File: src/rtl/router_fsm_np.sv
// Router control FSM: steers one packet stream to NUM_PORTS destination FIFOs.
// Optional WAIT_TILL_EMPTY timeout drop is built when ROUTER_WAIT_TIMEOUT_EN is defined.
module router_fsm_np #(
  parameter int NUM_PORTS    = 3,
  parameter int ADDR_W       = 2,
  parameter int WAIT_TIMEOUT = 30
) (
  input  logic                 clock,
  input  logic                 reset,
  input  logic                 pkt_valid,
  input  logic [ADDR_W-1:0]    data_in,
  input  logic                 fifo_full,
  input  logic [NUM_PORTS-1:0] fifo_empty,
  input  logic [NUM_PORTS-1:0] soft_reset,
  input  logic                 parity_done,
  input  logic                 low_pkt_valid,
  output logic [ADDR_W-1:0]    dest_addr,
  output logic                 detect_add,
  output logic                 lfd_state,
  output logic                 ld_state,
  output logic                 full_state,
  output logic                 laf_state,
  output logic                 rst_int_reg,
  output logic                 drop_state,
  output logic                 write_enb_reg,
  output logic                 busy,
  output logic                 wait_timeout
);

  localparam logic [3:0] DECODE_ADDRESS     = 4'd0;
  localparam logic [3:0] LOAD_FIRST_DATA    = 4'd1;
  localparam logic [3:0] LOAD_DATA          = 4'd2;
  localparam logic [3:0] FIFO_FULL_STATE    = 4'd3;
  localparam logic [3:0] LOAD_AFTER_FULL    = 4'd4;
  localparam logic [3:0] LOAD_PARITY        = 4'd5;
  localparam logic [3:0] CHECK_PARITY_ERROR = 4'd6;
  localparam logic [3:0] WAIT_TILL_EMPTY    = 4'd7;
  localparam logic [3:0] DROP_PACKET        = 4'd8;

  localparam int              ADDR_SPAN = 2 ** ADDR_W;
  localparam logic [ADDR_W:0] NP_EXT    = (ADDR_W + 1)'(NUM_PORTS);

  logic [3:0]           state_q, state_d;
  logic [ADDR_W-1:0]    dest_addr_q, dest_addr_d;
  logic [ADDR_SPAN-1:0] empty_pad, soft_pad;
  logic                 addr_invalid, soft_hit, timeout_fire;

  // Widen per-port flags to the full address space so out-of-range addresses read as 0.
  genvar gi;
  generate
    for (gi = 0; gi < ADDR_SPAN; gi++) begin : g_pad
      if (gi < NUM_PORTS) begin : g_port
        assign empty_pad[gi] = fifo_empty[gi];
        assign soft_pad[gi]  = soft_reset[gi];
      end else begin : g_none
        assign empty_pad[gi] = 1'b0;
        assign soft_pad[gi]  = 1'b0;
      end
    end
  endgenerate

  assign addr_invalid = ({1'b0, data_in} >= NP_EXT);
  assign soft_hit     = soft_pad[dest_addr_q] && (state_q != DECODE_ADDRESS);

`ifdef ROUTER_WAIT_TIMEOUT_EN
  localparam int               CNT_W    = $clog2(WAIT_TIMEOUT + 1);
  localparam logic [CNT_W-1:0] CNT_LAST = CNT_W'(WAIT_TIMEOUT - 1);

  logic [CNT_W-1:0] wait_cnt_q, wait_cnt_d;
  logic             wait_timeout_q, wait_timeout_d;

  assign timeout_fire   = (state_q == WAIT_TILL_EMPTY) && (wait_cnt_q == CNT_LAST)
                          && !empty_pad[dest_addr_q];
  assign wait_cnt_d     = (state_q == WAIT_TILL_EMPTY) ? wait_cnt_q + 1'b1 : '0;
  assign wait_timeout_d = timeout_fire && !soft_hit;

  always_ff @(posedge clock) begin
    if (reset) begin
      wait_cnt_q     <= '0;
      wait_timeout_q <= 1'b0;
    end else begin
      wait_cnt_q     <= wait_cnt_d;
      wait_timeout_q <= wait_timeout_d;
    end
  end

  assign wait_timeout = wait_timeout_q;
`else
  assign timeout_fire = 1'b0;
  assign wait_timeout = 1'b0;
`endif

  always_comb begin
    state_d = state_q;
    case (state_q)
      DECODE_ADDRESS: begin
        if (pkt_valid) begin
          if (addr_invalid)             state_d = DROP_PACKET;
          else if (empty_pad[data_in])  state_d = LOAD_FIRST_DATA;
          else                          state_d = WAIT_TILL_EMPTY;
        end
      end
      LOAD_FIRST_DATA: state_d = LOAD_DATA;
      LOAD_DATA: begin
        if (fifo_full)       state_d = FIFO_FULL_STATE;
        else if (!pkt_valid) state_d = LOAD_PARITY;
      end
      FIFO_FULL_STATE: if (!fifo_full) state_d = LOAD_AFTER_FULL;
      LOAD_AFTER_FULL: begin
        if (parity_done)        state_d = DECODE_ADDRESS;
        else if (low_pkt_valid) state_d = LOAD_PARITY;
        else                    state_d = LOAD_DATA;
      end
      LOAD_PARITY:        state_d = CHECK_PARITY_ERROR;
      CHECK_PARITY_ERROR: state_d = fifo_full ? FIFO_FULL_STATE : DECODE_ADDRESS;
      WAIT_TILL_EMPTY: begin
        // An emptying FIFO beats a simultaneous timeout.
        if (empty_pad[dest_addr_q]) state_d = LOAD_FIRST_DATA;
        else if (timeout_fire)      state_d = DROP_PACKET;
      end
      DROP_PACKET: if (!pkt_valid) state_d = DECODE_ADDRESS;
      default:     state_d = DECODE_ADDRESS;
    endcase
    if (soft_hit) state_d = DECODE_ADDRESS;
  end

  always_comb begin
    dest_addr_d = dest_addr_q;
    if (state_q == DECODE_ADDRESS && pkt_valid) dest_addr_d = data_in;
    if (soft_hit)                               dest_addr_d = '0;
  end

  always_ff @(posedge clock) begin
    if (reset) begin
      state_q     <= DECODE_ADDRESS;
      dest_addr_q <= '0;
    end else begin
      state_q     <= state_d;
      dest_addr_q <= dest_addr_d;
    end
  end

  assign dest_addr     = dest_addr_q;
  assign detect_add    = (state_q == DECODE_ADDRESS);
  assign lfd_state     = (state_q == LOAD_FIRST_DATA);
  assign ld_state      = (state_q == LOAD_DATA);
  assign full_state    = (state_q == FIFO_FULL_STATE);
  assign laf_state     = (state_q == LOAD_AFTER_FULL);
  assign rst_int_reg   = (state_q == CHECK_PARITY_ERROR);
  assign drop_state    = (state_q == DROP_PACKET);
  assign write_enb_reg = (state_q == LOAD_DATA) || (state_q == LOAD_AFTER_FULL)
                         || (state_q == LOAD_PARITY);
  assign busy          = (state_q == LOAD_FIRST_DATA) || (state_q == FIFO_FULL_STATE)
                         || (state_q == LOAD_AFTER_FULL) || (state_q == LOAD_PARITY)
                         || (state_q == CHECK_PARITY_ERROR) || (state_q == WAIT_TILL_EMPTY);

endmodule
File: config.mk
export PLATFORM = sky130hd
export DESIGN_NAME = router_fsm_np
export DESIGN_NICKNAME = d
export VERILOG_FILES = /design/src/rtl/router_fsm_np.sv
export SDC_FILE = /design/constraint.sdc
export NUM_CORES = 1
export LEC_CHECK = 0
export ABC_AREA = 1
export ABC_CLOCK_PERIOD_IN_PS = 1350
export CAP_MARGIN = 10
export CORE_UTILIZATION = 42
export CTS_BUF_LIST = sky130_fd_sc_hd__clkbuf_16
export DETAILED_ROUTE_END_ITERATION = 8
export GPL_ROUTABILITY_DRIVEN = 1
export PLACE_DENSITY = 0.8
export REMOVE_ABC_BUFFERS = 1
export SLEW_MARGIN = 20
export SYNTH_ARGS = -nofsm -noshare
export SYNTH_HDL_FRONTEND = slang
export SYNTH_SLANG_ARGS = --single-unit
File: constraint.sdc
create_clock -name clock -period 1.35 [get_ports clock]
set_input_delay 0.2025 -clock clock [delete_from_list [all_inputs] [get_ports clock]]
set_output_delay 0.2025 -clock clock [all_outputs]
set_load 0.005 [all_outputs]
# Word-level counts from Yosys, hierarchy flattened
# Index checks and enable logic that the tools add are counted.
# W data, S select, Z words.
# totals
ramBits,0
input_bits,14
register_bits,6
mem_count,0
mem_bits_ro,0
latchBits,0
# op_classes
n_reduce_logical,13
n_div,0
shifts,0
n_addsub,0
order_cmp,3
mux,18
bitwise,0
n_eq_ne,13
n_mul,0
# ops
op,n
$pmux W4 S9,1
$mux W4,7
$eq A4 B3 Y1 const B,4
$mux W3,3
$eq A4 B2 Y1 const B,2
$ne A2 B2 Y1 const B,4
$logic_or A1 B1 Y1,7
$bmux W1 S2,3
$lt A2 B3 Y1 const B,2
$reduce_and A5 Y1,1
$eq A4 B1 Y1 const B,1
$eq A4 B4 Y1 const B,1
$logic_not A4 Y1,1
$reduce_bool A4 Y1,1
$mux W1,3
$ne A3 B3 Y1 const B,1
$ge A2 B2 Y1 const B,1
$logic_and A1 B1 Y1,2
$mux W2,1
$reduce_or A2 Y1,1

# Depth between registers and ports, before layout
# logic_depth
ltp_word,6
mapped_depth,10

# Worst setup path before layout
# OpenSTA, ideal clock, no wires.
# synth_timing
path_type,register to register
start,register state_q[0]
end,register state_q[0]
t_required_ns,1.284
setup_time_ns,0.066
setup_slack_ns,0.182
n_path_buf,1
arrival_time_ns,1.101
stages_incl_launch_ff,11
cell_sequence,dfxtp_1 -> buf_4 -> nand2_2 -> clkinv_1 -> nand3_2 -> nand2_1 -> inv_2 -> nand2_2 -> nor2_4 -> nand2_2 -> a21oi_2
# synth_between
elab_chain_cells,3
# synth_rtl
element,line,rtl
start: declaration,43,"logic [3:0] state_q, state_d;"
start signal: assignment,138,state_q <= state_d;
"$eq A4 B2 Y1, or another cell as far along",95,case (state_q)
"$ne A3 B3 Y1 (no source line), or another cell as far along",-,
$reduce_and A5 Y1 (no source line) or $reduce_or A2 Y1 (tied branches),-,
# Parallel ways exist; a longest one is shown, timed or not.
# A chain may end at the register's enable or synchronous reset.

# Final worst setup path
# Ends and elaborated chain as after synthesis.

==> impl_results.html <==
<table>
<tr><th>Metric</th><th>Value</th></tr>
<tr><th colspan="2">Cells and area</th></tr>
<tr><td>Final instance area</td><td>1340 um2</td></tr>
<tr><td>Layout-stage area growth over the synthesis result</td><td>102%</td></tr>
<tr><td>Antenna Diode Count</td><td>0</td></tr>
<tr><td>Nets@finish</td><td>roughly 180</td></tr>
<tr><td>Fraction of layout instances using a drive strength above 1</td><td>56.4%</td></tr>
<tr><th colspan="2">Floorplanning</th></tr>
<tr><td>Number of rows in the core area</td><td>14</td></tr>
<tr><td># IOs</td><td>26</td></tr>
<tr><td>Core area</td><td>~1500 um2</td></tr>
<tr><td>Horizontal extent of the die</td><td>41.8 um</td></tr>
<tr><td>Die Area</td><td>around 1700 um2</td></tr>
<tr><td>Die height</td><td>41.8 um</td></tr>
<tr><td>Initial core utilization</td><td>between 40 and 50%</td></tr>
<tr><th colspan="2">Clock network</th></tr>
<tr><td>Clock tree from TritonCTS</td><td>yes</td></tr>
<tr><td>Clock tree buffer depth</td><td>2</td></tr>
<tr><td>Clock sink count</td><td>6</td></tr>
<tr><td>Clock insertion delay at the later pin of the skew report</td><td>between 0.2 and 0.25 ns</td></tr>
<tr><td>CTS Root Cell</td><td>clkbuf_16</td></tr>
<tr><td>Total CTS buffers</td><td>3</td></tr>
<tr><td>Clock-pin slew on the worst setup and hold paths</td><td>0.04 ns</td></tr>
<tr><td>Total number of H-tree levels</td><td>1</td></tr>
<tr><td>Hold buffers post-CTS</td><td>0</td></tr>
<tr><th colspan="2">Hold path</th></tr>
<tr><td>Hold-critical path endpoint</td><td>dest_addr[0]</td></tr>
<tr><td>Launch instance of the worst min-delay path</td><td>dest_addr[0]</td></tr>
<tr><td>Count of cells along the worst hold path</td><td>2</td></tr>
<tr><td>Hold/Removal Path Class</td><td>reg2reg</td></tr>
<tr><th colspan="2">STA</th></tr>
<tr><td>Achievable frequency</td><td>700 MHz</td></tr>
<tr><td>Time the worst path needs with I/O delays and setup</td><td>about 1.4 ns</td></tr>
<tr><td>Final setup skew</td><td>approximately 0.0068 ns</td></tr>
<tr><td>Number of hold violations in the final report</td><td>0</td></tr>
<tr><td>RSZ-0062 raised after global routing</td><td>true</td></tr>
<tr><td>Worst hold-check slack</td><td>between 0.5 and 0.6 ns</td></tr>
<tr><td>Fin worst setup slack</td><td>-0.0777 ns</td></tr>
<tr><td>Pins Over Slew Limit</td><td>0</td></tr>
<tr><td>Final Cycle Share</td><td>106%</td></tr>
<tr><td>TNS Setup</td><td>-0.371 ns</td></tr>
<tr><td>Count of final setup violators</td><td>6</td></tr>
<tr><th colspan="2">Global routing</th></tr>
<tr><td>Initial antenna violation count</td><td>0</td></tr>
<tr><td>Via count of the first global-routing pass</td><td>1020</td></tr>
<tr><td>Congestion Overflow GR</td><td>0</td></tr>
<tr><td>Maximum number of pins on one net before global-route repair</td><td>9</td></tr>
<tr><td>Wire length of the first global-routing pass</td><td>approximately 4500 um</td></tr>
<tr><td>Global-route total usage across every layer</td><td>between 30% and 40%</td></tr>
<tr><th colspan="2">Synth</th></tr>
<tr><td>Leading area contributor after synthesis</td><td>dfxtp_1</td></tr>
<tr><td>Register bit count reported by yosys</td><td>6</td></tr>
<tr><td>Netlist cell types</td><td>23</td></tr>
<tr><td>Share of the synthesized area in the top cell type</td><td>a little under a fifth</td></tr>
<tr><td>Post-synth design cell area</td><td>666 um2</td></tr>
<tr><td>Warnings from Yosys</td><td>0</td></tr>
<tr><td>Synthesized area per cell</td><td>slightly above 6 um2</td></tr>
<tr><td>Count of mapped cells out of synthesis</td><td>approximately 110</td></tr>
<tr><td>Proportion of synthesized chip area in sequential cells</td><td>18.0%</td></tr>
<tr><td>Most area-consuming cells after synthesis</td><td>dfxtp_1, nand2_1, nand3_1</td></tr>
<tr><th colspan="2">Critical path</th></tr>
<tr><td>Critical Path Slowest Stage Cell</td><td>dfxtp_4</td></tr>
<tr><td>Critical Path Source Type</td><td>register</td></tr>
<tr><td>Slack of the worst reg-to-reg path</td><td>-0.08 ns</td></tr>
<tr><td>Crit-path max FO</td><td>8</td></tr>
<tr><td>CP peak stage delay</td><td>0.43 ns</td></tr>
<tr><td>CP arrival</td><td>roughly 1.6 ns</td></tr>
<tr><td>Worst path most repeated cell</td><td>nand2_2</td></tr>
<tr><td>Depth of the most critical reg-to-reg path</td><td>10</td></tr>
<tr><td>WP data required</td><td>1.50 ns</td></tr>
<tr><td>Reg2Reg Launch Point</td><td>state_q[0]</td></tr>
<tr><td>CP Class</td><td>reg2reg</td></tr>
<tr><td>Worst R2R End</td><td>state_q[0]</td></tr>
<tr><td>Category of the worst setup path capture point</td><td>register</td></tr>
<tr><td>Cell Chain, Critical Path</td><td>nor2_4 -&gt; buf_6 -&gt; buf_6 -&gt; nand3_2 -&gt; nand2_2 -&gt; inv_2 -&gt; nand2_2 -&gt; nor2_4 -&gt; nand2_2 -&gt; a21oi_2</td></tr>
<tr><th colspan="2">Detailed routing</th></tr>
<tr><td>Total routed wirelength</td><td>3380 um</td></tr>
<tr><td>Detailed-route vias per instance</td><td>5.66</td></tr>
<tr><td>Detailed Route Iter0 Violations</td><td>33</td></tr>
<tr><td>First-pass iteration count of the detailed router</td><td>4</td></tr>
<tr><td>Number of vias after detailed routing</td><td>1024</td></tr>
<tr><td>Per-cell routed wire length</td><td>roughly 19 um</td></tr>
<tr><td>Count of unresolved DRC violations after routing</td><td>0</td></tr>
<tr><td>Remaining antenna violation count</td><td>0</td></tr>
<tr><th colspan="2">Placed design</th></tr>
<tr><td>Number of port buffers</td><td>24</td></tr>
<tr><td>HPWL after detailed placement</td><td>approximately 1600 um</td></tr>
<tr><td>Final Wtd Congestion</td><td>between 0.8 and 0.9</td></tr>
<tr><td>Placement Cell Area</td><td>between 1000 and 1500 um2</td></tr>
<tr><th colspan="2">Power and ir drop</th></tr>
<tr><td>Maximum vdd ir drop</td><td>about 0.0023 V</td></tr>
<tr><td>Lkg Pwr</td><td>~0.65 nW</td></tr>
<tr><td>Power density over the cells</td><td>roughly 2100 nW/um2</td></tr>
<tr><th colspan="2">Outcome</th></tr>
<tr><td>Violations in the final reports</td><td>negative setup slack</td></tr>
<tr><td>Outcome</td><td>finished with violations</td></tr>
<tr><th colspan="2">Run</th></tr>
<tr><td>Max capacitance violation total</td><td>0</td></tr>
</table>
[cells in the final DEF, fill, tap and decap left out, drive strengths merged]
master,instances
clkdlybuf4s15,1
buf,36
conb,1
a21o,1
dlygate4sd2,1
nand3b,1
clkdlybuf4s50,15
o21ai,3
a21oi,6
nor3,2
nand2,31
o211ai,1
and2,1
dfxtp,6
inv,19
nor2,16
nand3,17
nor4,1
clkbuf,5
clkinv,1
[report_power, final]
group | internal (mW) | switching [mW]
sequential | 0.261 | 0.132
combinational | 0.923 | 1.07
clock | 0.382 | 0.117
[critical path: cells and delay by family, from the launching register on]
kind                   cells  cell delay, ns
DFF                        1            0.43
and+or+nand+nor            6            0.49
buffers and inverters      3            0.30
AOI/OAI and AO/OA          1            0.13
[sequential cells by signal, summed over array words and instances, names as in the netlist]
signal	count
dest_addr	2
state_q	4
[stage by stage]
stage	instances	util (%)	power [mW]	setup slack (ns)
after global routing	181	90.1	2.97	-0.143
after floorplan	107	-	1.05	0.124
final	181	90.1	2.88	-0.0777
after detailed placement	167	71.3	1.78	-0.203
after global placement	167	71.3	1.74	-0.154
after CTS	181	86.7	2.61	-0.0561
[cell usage after synthesis]
cell type  instances
nand2_1           22
inv_1             13
nand3_1           13
nor2_1            10
nand2_2            9
dfxtp_1            6
inv_2              5
a21oi_2            4
nor2_4             4
nand3_2            3
o21ai_0            3
a21oi_1            2
buf_4              2
clkinv_1           2
nor2_2             2
nor3_1             2
a21o_1             1
and2_1             1
conb_1             1
nand3_4            1
nand3b_1           1
nor4_1             1
o211ai_1           1
[worst max path at each step]
| stage | from | end | depth (start not counted) |
|---|---|---|---|
| global placement | state_q[0] | lfd_state | 3 |
| detailed placement | state_q[0] | lfd_state | 3 |
| floorplan | state_q[0] | state_q[2] | 7 |
| CTS | state_q[1] | state_q[1] | 11 |
| finish | state_q[0] | state_q[0] | 10 |
| global route | state_q[2] | state_q[2] | 10 |
[layer usage]
metal  track usage (%)  wire length (um)  up-vias
li1                  -                 -      458
met1              38.3              1250      471
met2              59.1              1690       65
met3              7.83               184       30
met4              18.1               255        0
met5                 0                 0        -
[timing repair]
action | in CTS | in global routing
resized for setup | 58 | 22
pin swaps | 7 | 10
cloned | 0 | 0
setup endpoints to repair | 17 | 12
buffers inserted | 13 | 1
[area by class of cell]
class	instances	area, um2
clock buffer	3	75.1
fill	60	148
inverter	20	90.1
multi-input combinational	81	546
sequential	6	138
tap	16	20.0
timing repair buffer	55	473
[kinds of logic after synthesis]
kind of cell / synth area share, %
AOI/OAI and AO/OA: 11.3
DFF: 18.0
other: 0.563
and+or+nand+nor: 56.6
buffers and inverters: 13.5
(Power assumes the default switching activity.)
